`src/rtl/ls_stream_sel_seq.sv`:
```
// Sequenced load/store stream-select table: active/shadow context banks with a run/step/loop FSM.
// Optional LS_STREAM_SEL_CHECK_EN adds a sticky cfg_err_o for out-of-range writes and bad kernel lengths.
module ls_stream_sel_seq #(
  parameter int N_GROUPS = 4,
  parameter int N_BANKS  = 2,
  parameter int N_CTX    = 8,
  parameter int N_L_SRC  = 4,
  parameter int N_S_SRC  = 4,
  localparam int GW = (N_GROUPS > 1) ? $clog2(N_GROUPS) : 1,
  localparam int BW = (N_BANKS > 1) ? $clog2(N_BANKS) : 1,
  localparam int CW = $clog2(N_CTX),
  localparam int LW = (N_L_SRC > 1) ? $clog2(N_L_SRC) : 1,
  localparam int SW = (N_S_SRC > 1) ? $clog2(N_S_SRC) : 1
) (
  input  logic                         clk_i,
  input  logic                         rst_i,
  input  logic                         cfg_we_i,
  input  logic [GW-1:0]                cfg_grp_i,
  input  logic [BW-1:0]                cfg_bank_i,
  input  logic [CW-1:0]                cfg_ctx_i,
  input  logic [LW-1:0]                cfg_l_sel_i,
  input  logic [SW-1:0]                cfg_s_sel_i,
  input  logic [CW:0]                  len_i,
  input  logic                         loop_i,
  input  logic                         start_i,
  input  logic                         step_i,
  input  logic                         stop_i,
  input  logic                         swap_req_i,
  output logic                         swap_ack_o,
  output logic [N_GROUPS*N_BANKS*LW-1:0] l_stream_sel_o,
  output logic [N_GROUPS*N_BANKS*SW-1:0] s_stream_sel_o,
  output logic [CW-1:0]                ctx_o,
  output logic                         busy_o,
  output logic                         done_o
`ifdef LS_STREAM_SEL_CHECK_EN
  ,
  output logic                         cfg_err_o
`endif
);

  typedef enum logic {S_IDLE, S_RUN} state_e;

  state_e        state_q, state_d;
  logic [CW-1:0] ctx_q, ctx_d;
  logic [CW:0]   len_q, len_d;
  logic          loop_q, loop_d;
  logic          act_q, act_d;
  logic          pend_q, pend_d;
  logic          done_q, done_d;
  logic          ack_q, ack_d;
  logic          reload_q, reload_d;
  logic          upd;
  logic          do_swap;
  logic          wr_ok;
  logic [CW:0]   len_clamp;
  logic          at_last;

  always_comb begin
    len_clamp = len_i;
    if (len_i == '0)
      len_clamp = (CW+1)'(1);
    else if (32'(len_i) > N_CTX)
      len_clamp = (CW+1)'(N_CTX);
  end

  assign at_last = ({1'b0, ctx_q} == (len_q - (CW+1)'(1)));

  // upd reloads the output registers from {act_d, ctx_d}; reload_q refreshes them one
  // cycle after a swap so a write landing on the swap edge is also picked up.
  always_comb begin
    state_d  = state_q;
    ctx_d    = ctx_q;
    len_d    = len_q;
    loop_d   = loop_q;
    act_d    = act_q;
    pend_d   = pend_q;
    done_d   = 1'b0;
    ack_d    = 1'b0;
    reload_d = 1'b0;
    upd      = reload_q;
    do_swap  = 1'b0;
    case (state_q)
      S_IDLE: begin
        do_swap = swap_req_i;
        if (start_i) begin
          state_d = S_RUN;
          ctx_d   = '0;
          len_d   = len_clamp;
          loop_d  = loop_i;
          upd     = 1'b1;
        end
      end
      S_RUN: begin
        if (swap_req_i)
          pend_d = 1'b1;
        if (stop_i) begin
          state_d = S_IDLE;
          ctx_d   = '0;
          do_swap = pend_q | swap_req_i;
        end else if (step_i) begin
          if (!at_last) begin
            ctx_d = ctx_q + (CW)'(1);
            upd   = 1'b1;
          end else if (loop_q) begin
            ctx_d = '0;
            upd   = 1'b1;
          end else begin
            state_d = S_IDLE;
            ctx_d   = '0;
            done_d  = 1'b1;
            do_swap = pend_q | swap_req_i;
          end
        end
      end
      default: state_d = S_IDLE;
    endcase
    if (do_swap) begin
      act_d    = ~act_q;
      pend_d   = 1'b0;
      ack_d    = 1'b1;
      reload_d = 1'b1;
    end
  end

  always_ff @(posedge clk_i) begin
    if (rst_i) begin
      state_q  <= S_IDLE;
      ctx_q    <= '0;
      len_q    <= '0;
      loop_q   <= 1'b0;
      act_q    <= 1'b0;
      pend_q   <= 1'b0;
      done_q   <= 1'b0;
      ack_q    <= 1'b0;
      reload_q <= 1'b0;
    end else begin
      state_q  <= state_d;
      ctx_q    <= ctx_d;
      len_q    <= len_d;
      loop_q   <= loop_d;
      act_q    <= act_d;
      pend_q   <= pend_d;
      done_q   <= done_d;
      ack_q    <= ack_d;
      reload_q <= reload_d;
    end
  end

`ifdef LS_STREAM_SEL_CHECK_EN
  logic err_q;
  logic bad_len;

  assign wr_ok   = (32'(cfg_l_sel_i) < N_L_SRC) && (32'(cfg_s_sel_i) < N_S_SRC);
  assign bad_len = (len_i == '0) || (32'(len_i) > N_CTX);

  always_ff @(posedge clk_i) begin
    if (rst_i)
      err_q <= 1'b0;
    else if ((cfg_we_i && !wr_ok) || (state_q == S_IDLE && start_i && bad_len))
      err_q <= 1'b1;
  end

  assign cfg_err_o = err_q;
`else
  assign wr_ok = 1'b1;
`endif

  // One table per (group, bank): two context banks, written only on the shadow side.
  for (genvar gi = 0; gi < N_GROUPS; gi++) begin : g_grp
    for (genvar bi = 0; bi < N_BANKS; bi++) begin : g_bank
      localparam int IDX = gi * N_BANKS + bi;
      logic [LW-1:0] l_mem_q [2][N_CTX];
      logic [SW-1:0] s_mem_q [2][N_CTX];
      logic [LW-1:0] l_out_q;
      logic [SW-1:0] s_out_q;
      logic          hit;

      assign hit = cfg_we_i && wr_ok && (cfg_grp_i == GW'(gi)) && (cfg_bank_i == BW'(bi))
                   && (32'(cfg_ctx_i) < N_CTX);

      always_ff @(posedge clk_i) begin
        if (rst_i) begin
          for (int k = 0; k < N_CTX; k++) begin
            l_mem_q[0][k] <= '0;
            l_mem_q[1][k] <= '0;
            s_mem_q[0][k] <= '0;
            s_mem_q[1][k] <= '0;
          end
          l_out_q <= '0;
          s_out_q <= '0;
        end else begin
          if (hit) begin
            l_mem_q[~act_q][cfg_ctx_i] <= cfg_l_sel_i;
            s_mem_q[~act_q][cfg_ctx_i] <= cfg_s_sel_i;
          end
          if (upd) begin
            l_out_q <= l_mem_q[act_d][ctx_d];
            s_out_q <= s_mem_q[act_d][ctx_d];
          end
        end
      end

      assign l_stream_sel_o[IDX*LW +: LW] = l_out_q;
      assign s_stream_sel_o[IDX*SW +: SW] = s_out_q;
    end
  end

  assign swap_ack_o = ack_q;
  assign ctx_o      = ctx_q;
  assign busy_o     = (state_q == S_RUN);
  assign done_o     = done_q;

endmodule

```
`config.mk`:
```
export PLATFORM = sky130hd
export DESIGN_NAME = ls_stream_sel_seq
export DESIGN_NICKNAME = d
export VERILOG_FILES = /design/src/rtl/ls_stream_sel_seq.sv
export SDC_FILE = /design/constraint.sdc
export NUM_CORES = 1
export LEC_CHECK = 0
export CAP_MARGIN = 40
export CORE_AREA = 8 8 319 197
export CTS_CLUSTER_DIAMETER = 60
export DETAILED_ROUTE_END_ITERATION = 10
export DIE_AREA = 0 0 327 205
export HOLD_SLACK_MARGIN = 0.02
export PLACE_DENSITY_LB_ADDON = 0.12
export SLEW_MARGIN = 10
export SYNTH_ARGS = -nofsm -noshare
export SYNTH_HDL_FRONTEND = slang
export SYNTH_SLANG_ARGS = --single-unit
```
`constraint.sdc`:
```
create_clock -name clk_i -period 3.2 [get_ports clk_i]
set_input_delay 0.64 -clock clk_i [delete_from_list [all_inputs] [get_ports clk_i]]
set_output_delay 0.64 -clock clk_i [all_outputs]
set_load 0.01 [all_outputs]
```
# == Word-level counts from Yosys, hierarchy flattened ==
# Memories as Yosys holds them, arrays and structs flattened.
# Index checks and enable logic that the tools add are counted.
# classes
n_addsub,2
multipliers,0
div_mod_pow,0
n_lt_le_gt_ge,4
eq_ne,4
n_shift,0
muxes,151
bitwise,8
reduce_logical,35
# ops
cell,n
two-way mux 16 bit,40
OR reduction 16 bit,16
binary-select mux 2 bit (select 3 bit),16
two-way mux 2 bit,33
two-way mux 1 bit,51
logical AND 1 bit,13
two-way mux 3 bit,4
greater-or-equal comparator 4 bit (second input constant),2
two-way mux 4 bit,2
NOT 3 -> 4 bit,2
demux 2 bit (select 3 bit),1
case mux 1 bit (2 select lines),3
case mux 3 bit (2 select lines),1
NOT 1 bit,5
OR reduction 5 bit,1
equality test 2 bit (second input constant),2
equality test 3 x 4 -> 1 bit,1
> comparator 4 bit (second input constant),1
logical NOT 4 bit,1
less-than comparator 4 x 1 -> 1 bit (second input constant),1
AND reduction 2 bit,2
subtractor 4 x 1 -> 4 bit (second input constant),1
adder 3 x 1 -> 3 bit (second input constant),1
equality test 2 x 1 -> 1 bit (second input constant),1
other kinds (3),3
# totals
regBits,45
latch_bits,0
ramBits,512
romBits,0
inputBits,22
out_inout_bits,38
word_cells,244
n_memories,16
# mem_list
name,depth,width,rd,rd_ports_with_merged_regs,write_ports,line_no,text
g_grp[0].g_bank[0].l_mem_q,2,16,1,0,2,172,logic [LW-1:0] l_mem_q [2][N_CTX];
g_grp[0].g_bank[0].s_mem_q,2,16,1,0,2,173,logic [SW-1:0] s_mem_q [2][N_CTX];
g_grp[0].g_bank[1].l_mem_q,2,16,1,0,2,172,
g_grp[0].g_bank[1].s_mem_q,2,16,1,0,2,173,
g_grp[1].g_bank[0].l_mem_q,2,16,1,0,2,172,
g_grp[1].g_bank[0].s_mem_q,2,16,1,0,2,173,
+10 memories,--,--,--,--,--,--,

# == Logic depth before layout (Yosys ltp) ==
# An unclocked memory read counts as a cell.
# depth
word_depth,11
ltp_mapped,13

# == Least setup slack after synthesis ==
# Ideal clock, no wire load.
# synth_path
path_type,register to register
start,reg len_q[0]
end,reg g_grp[1].g_bank[0].l_out_q[0]
setup_ps,134
t_arrival_ps,2472
required_time_ps,3066
path_slack_ps,594
stages_incl_launch_ff,14
n_path_buf,3
path_cell_list,dfxtp_1 > inv_1 > ha_1 > xnor2_1 > a211oi_1 > a211oi_1 > a211oi_1 > buf_2 > buf_6 > buf_4 > mux2i_1 > o22ai_1 > nor2_1 > o211ai_1
# synth_via
elab_chain_len,11
# synth_rtl
element,line_no,text
from (decl),45,"logic [CW:0] len_q, len_d;"
from (signal assigned),139,len_q <= len_d;
subtractor 4 x 1 -> 4 bit *,66,"assign at_last = ({1'b0, ctx_q} == (len_q - (CW+1)'(1)));"
equality test 3 x 4 -> 1 bit *,66,
two-way mux 1 bit,101,if (!at_last) begin
two-way mux 1 bit,100,end else if (step_i) begin
two-way mux 1 bit,96,if (stop_i) begin
case mux 1 bit (2 select lines),82,case (state_q)
two-way mux 1 bit,117,if (do_swap) begin
memory read (2 x 16 bit),--,
binary-select mux 2 bit (select 3 bit),197,l_out_q <= l_mem_q[act_d][ctx_d];
two-way mux 2 bit (implied by the code) (2 in a row),197,
to (signal assigned),197,
to (decl),174,logic [LW-1:0] l_out_q;
# Every way passes the cells marked *; elsewhere a longest branch is shown, timed or not. The select of a mux whose other input is x is not followed.
# A chain may end at the register's enable or synchronous reset.

# == Final worst setup path ==
# layout_path
start,reg len_q[1]
end,reg g_grp[3].g_bank[1].l_out_q[0]
# layout_via
elab_chain_len,11
# layout_rtl
element,line_no
subtractor 4 x 1 -> 4 bit *,66
equality test 3 x 4 -> 1 bit *,66
two-way mux 1 bit,101
two-way mux 1 bit,100
two-way mux 1 bit,96
case mux 1 bit (2 select lines),82
two-way mux 1 bit,117
memory read (2 x 16 bit),--
binary-select mux 2 bit (select 3 bit),197
two-way mux 2 bit (implied by the code) (2 in a row),197
to (signal assigned),197
to (decl),174
# Marked as above.

==> impl_summary.txt <==
----------------------------------------------------
[Finish]
  Number of antenna repair diodes ... 0
  Filler cells ... between 4000 and 5000
  Final cell count without fillers ... ~3300
  Layout cell share with drive strength beyond 1 ... roughly 16%
  Area growth from synthesis to layout ... 17.7%
  Register area ... 16300 um2
  Number of nets at the end of the flow ... 2515
  Area of the multi-input gates ... 11600 um2

[GRT]
  Via count of the first global-routing pass ... slightly above 20000
  Initial antenna violation count ... 1
  Global-route wire length before repair ... 129000 um
  Global-route track usage on met3 ... between 5 and 6%
  Total track usage ... 24.8%
  GR Layer Usage met2 ... 34.5%
  Largest net degree at the start of global routing ... approximately 130
  Met1 layer usage reported by global route ... around two fifths
  Remaining global-route overflow ... 0
  Busiest layer in global routing ... met1

[Clocking]
  Clock-pin slew of the registers on the worst-case setup and hold paths ... ~0.06 ns
  Skew-Pair Late Insertion Delay ... approximately 0.63 ns
  Clock tree sinks ... 557
  Master cell of the clock root buffer ... sky130_fd_sc_hd__clkbuf_16
  Count of H-tree levels built during CTS ... 2
  Number of buffers added to fix hold violations after cts ... 0
  Number of buffers inserted during clock tree synthesis ... between 50 and 60
  Number of buffers on the longest clock path ... 3
  CTS tree ... yes

[STA]
  Setup violators final ... 0
  Normalized max-slew margin ... 43.0%
  Transition at the pin with the smallest max-transition slack ... 0.852 ns
  Max Freq ... approximately 320 MHz
  Final hold violations ... 0
  Period minus WS final ... 3.12 ns
  Unrepaired setup endpoints after global routing ... yes
  Max Clock Skew ... 0.0323 ns
  Max-slew violation count ... 0
  Tcrit/Tclk final ... about 100%

[Pwr]
  Overall Power ... 17.1 mW
  Static leakage ... 14.5 nW
  Power Dens Cells ... 505 nW/um2
  Worst IR drop on VDD ... 0.416 mV

[Synth]
  Synthesized Nets ... 2476
  Combinational family with the most area after synthesis ... compound AO/OA/AOI/OAI gates
  Multiplexer share of the synthesized area ... 10.2%
  Area share of fa/ha/maj cells after synthesis ... 0.0871%
  Post-synthesis compound-gate area fraction ... 14.8%
  Sequential share of the synthesized area ... 56.6%
  Average footprint of a synthesized cell ... about 12 um2
  Number of warnings printed during yosys synthesis ... 0
  Number of different library cells in the post-synthesis netlist ... 46
  Flip-flop and latch count after synthesis ... 557
  Cells after synthesis ... 2452
  Netlist area before placement ... 28700 um2
  Post-synthesis share of cell area spent on xor and xnor gates ... less than 1%
  Simple-gate area share of the yosys netlist ... between 10 and 15%

[Setup path]
  Data required, critical path ... 3.69 ns
  Setup Crit Path Kind ... flop to flop
  Data arrival, critical path ... 3.61 ns
  Type of destination of the critical path ... flop
  Highest fanout seen on the critical path ... 6
  Worst setup SP type ... flop

[Die]
  Core Box Area ... 58300 um2
  Initial standard-cell utilization of the core ... about half
  Die width ... roughly 330 um
  Placement row count ... 69
  I/O pin total ... 60
  DIE AREA ... 67000 um2
  Overall die height ... 205 um

[Min path]
  Type of the most critical hold path ... primary input to flop

[Placement]
  Count of placed standard cells including taps ... 3183
  Post-DP HPWL ... 53900 um
  Count of buffers inserted at the top-level ports ... 59
  Final estimated routing congestion in global placement ... approximately 0.83

[Routing]
  Detailed-route wire length per cell ... 26.3 um
  Number of vias per cell after detailed routing ... ~6.6
  Via Count ... 21763
  Iteration count of the initial detailed-routing pass ... 5
  Detailed Route WL ... 87100 um
  Violation count after the first detailed-route iteration ... 2627
  Residual antenna-violating net count after detailed routing ... 0
  Post-detailed-route DRC marker count ... 0

[Job]
  Maxcap violations ... 0

[Run status]
  Outcome ... finished, final reports clean

----------------------------------------------------
[registers in the layout (all words and copies together), names as in the netlist]
register	cells
ctx_o	3
reload_q	1
pend_q	1
act_q	1
loop_q	1
g_grp.g_bank.l_mem_q	256
busy_o	1
g_grp.g_bank.l_out_q	16
done_o	1
g_grp.g_bank.s_mem_q	256
g_grp.g_bank.s_out_q	16
len_q	4
[layer usage]
| metal | vias up | part of all wire [%] |
|---|---|---|
| li1 | 9726 | - |
| met1 | 10889 | 46 |
| met2 | 1051 | 41 |
| met3 | 97 | 11 |
| met4 | 0 | 1.6 |
| met5 | - | 0 |
[cells in the final DEF, fill, tap and decap left out, types with 4 or more instances in the layout]
cell	instances
sky130_fd_sc_hd__clkbuf_8	5
sky130_fd_sc_hd__o21ai_1	25
sky130_fd_sc_hd__a21oi_1	39
sky130_fd_sc_hd__nand2_1	44
sky130_fd_sc_hd__o22ai_2	9
sky130_fd_sc_hd__nor2b_1	5
sky130_fd_sc_hd__nor2_2	11
sky130_fd_sc_hd__clkbuf_1	19
sky130_fd_sc_hd__buf_4	187
sky130_fd_sc_hd__o21ai_2	8
sky130_fd_sc_hd__clkinv_2	8
sky130_fd_sc_hd__and3_1	512
sky130_fd_sc_hd__mux2i_1	281
sky130_fd_sc_hd__buf_12	58
sky130_fd_sc_hd__clkinv_1	7
sky130_fd_sc_hd__o22ai_1	181
sky130_fd_sc_hd__nor2_1	46
sky130_fd_sc_hd__o211ai_1	33
sky130_fd_sc_hd__a221oi_1	119
sky130_fd_sc_hd__dfxtp_1	42
sky130_fd_sc_hd__nand2b_1	11
sky130_fd_sc_hd__a221oi_2	5
sky130_fd_sc_hd__nor3_2	6
sky130_fd_sc_hd__mux2i_2	4
sky130_fd_sc_hd__clkbuf_16	57
sky130_fd_sc_hd__mux2i_4	6
sky130_fd_sc_hd__nor2_4	8
sky130_fd_sc_hd__edfxtp_1	512
sky130_fd_sc_hd__buf_6	4
sky130_fd_sc_hd__a21o_1	129
sky130_fd_sc_hd__clkdlybuf4s50_1	54
sky130_fd_sc_hd__nand3_1	4
sky130_fd_sc_hd__a22oi_1	33
[critical path, cell delays in order, from the launching register on]
cell	delay (ns)
sky130_fd_sc_hd__dfxtp_2	0.35
sky130_fd_sc_hd__inv_1	0.07
sky130_fd_sc_hd__ha_4	0.17
sky130_fd_sc_hd__xor2_1	0.16
sky130_fd_sc_hd__a211o_1	0.33
sky130_fd_sc_hd__nor4_4	0.37
sky130_fd_sc_hd__a211oi_4	0.13
sky130_fd_sc_hd__buf_6	0.17
sky130_fd_sc_hd__clkbuf_16	0.16
sky130_fd_sc_hd__buf_12	0.14
sky130_fd_sc_hd__buf_12	0.14
sky130_fd_sc_hd__buf_4	0.14
sky130_fd_sc_hd__mux2i_2	0.21
sky130_fd_sc_hd__o22ai_1	0.14
sky130_fd_sc_hd__o21ai_1	0.21
sky130_fd_sc_hd__o211ai_1	0.12
[area by class of cell]
class / instances / area share [%]
flip-flops and latches: 557 / 48.1
multi-input cells: 1567 / 34.4
repair buffers: 309 / 9.77
clock buffers: 77 / 4.33
well taps: 781 / 2.89
clock inverters: 21 / 0.469
inverters: 3 / 0.0333
[per-stage QoR]
stage	util [%]	TNS [ns]	worst slack [ns]	instance area, um2	hold slack, ns
2_1_floorplan	-	0	0.594	28700	0.460
3_3_place_gp	54.0	-7.37	-0.486	31500	0.466
3_5_place_dp	54.0	-9.37	-0.540	31500	0.468
4_1_cts	56.9	0	0.00657	33200	0.349
5_1_grt	58.1	-0.0291	-0.0141	33800	0.392
6_report	58.1	0	0.0751	33800	0.389
[final timing paths]
check	slack [ns]	depth (start not counted)	end	startpoint
worst max-delay path	0.08	15	g_grp[3].g_bank[1].l_out_q[0]	len_q[1]
worst min-delay path	0.39	2	loop_q	rst_i
worst max register to register	0.08	15	g_grp[3].g_bank[1].l_out_q[0]	len_q[1]
worst min register to register	0.48	2	g_grp[2].g_bank[1].l_out_q[0]	g_grp[2].g_bank[1].l_out_q[0]
[where the power goes]
part / internal, mW / total (mW) / switching [mW]
combinational: 1.14 / 2.60 / 1.46
clock: 3.34 / 6.13 / 2.79
sequential: 8.19 / 8.37 / 0.181
total: 12.7 / 17.1 / 4.43
[cell usage after synthesis, drive strengths merged]
master / number / share of area, %
dfxtp: 45 / 3.1
or2: 1 / 0.022
o21ai: 36 / 0.63
ha: 2 / 0.087
nor2b: 6 / 0.13
o221ai: 1 / 0.030
and2: 1 / 0.022
and3: 512 / 11
xor2: 1 / 0.030
clkbuf: 284 / 3.7
inv: 3 / 0.039
a21o: 131 / 3.4
o211a: 1 / 0.035
a21oi: 41 / 0.71
or3b: 1 / 0.030
a211oi: 4 / 0.10
mux2i: 291 / 10
o22ai: 190 / 4.1
nand3: 4 / 0.070
o211ai: 34 / 0.91
or3: 2 / 0.044
a221oi: 125 / 3.8
edfxtp: 512 / 53
or4b: 1 / 0.035
a2111oi: 1 / 0.052
nor4: 5 / 0.13
nor3: 9 / 0.16
nor2: 65 / 0.85
mux2: 1 / 0.039
xnor2: 3 / 0.091
nand3b: 1 / 0.026
nand4: 1 / 0.022
a22oi: 33 / 0.86
a41oi: 1 / 0.030
nand2b: 12 / 0.26
buf: 41 / 0.87
nor3b: 2 / 0.052
nand2: 46 / 0.60
o31a: 1 / 0.030
a211o: 1 / 0.030
[cells by family (layout without fill, tap and decap cells)]
group,Yosys count,after routing
AOI/OAI and AO/OA,600,600
adders and majority gates,2,2
DFF,557,557
and+or+nand+nor,669,669
buffers and inverters,328,410
xor gates and xnor gates,4,4
muxes,292,292
[timing repair]
item | 4_1_cts | 5_1_grt
buffers inserted | 1 | 31
endpoints found under the setup margin | 21 | 29
cloned | 0 | 4
pin swaps | 1 | 20
resized for setup | 10 | 57
No activity file was read; power rests on OpenSTA's default activity.
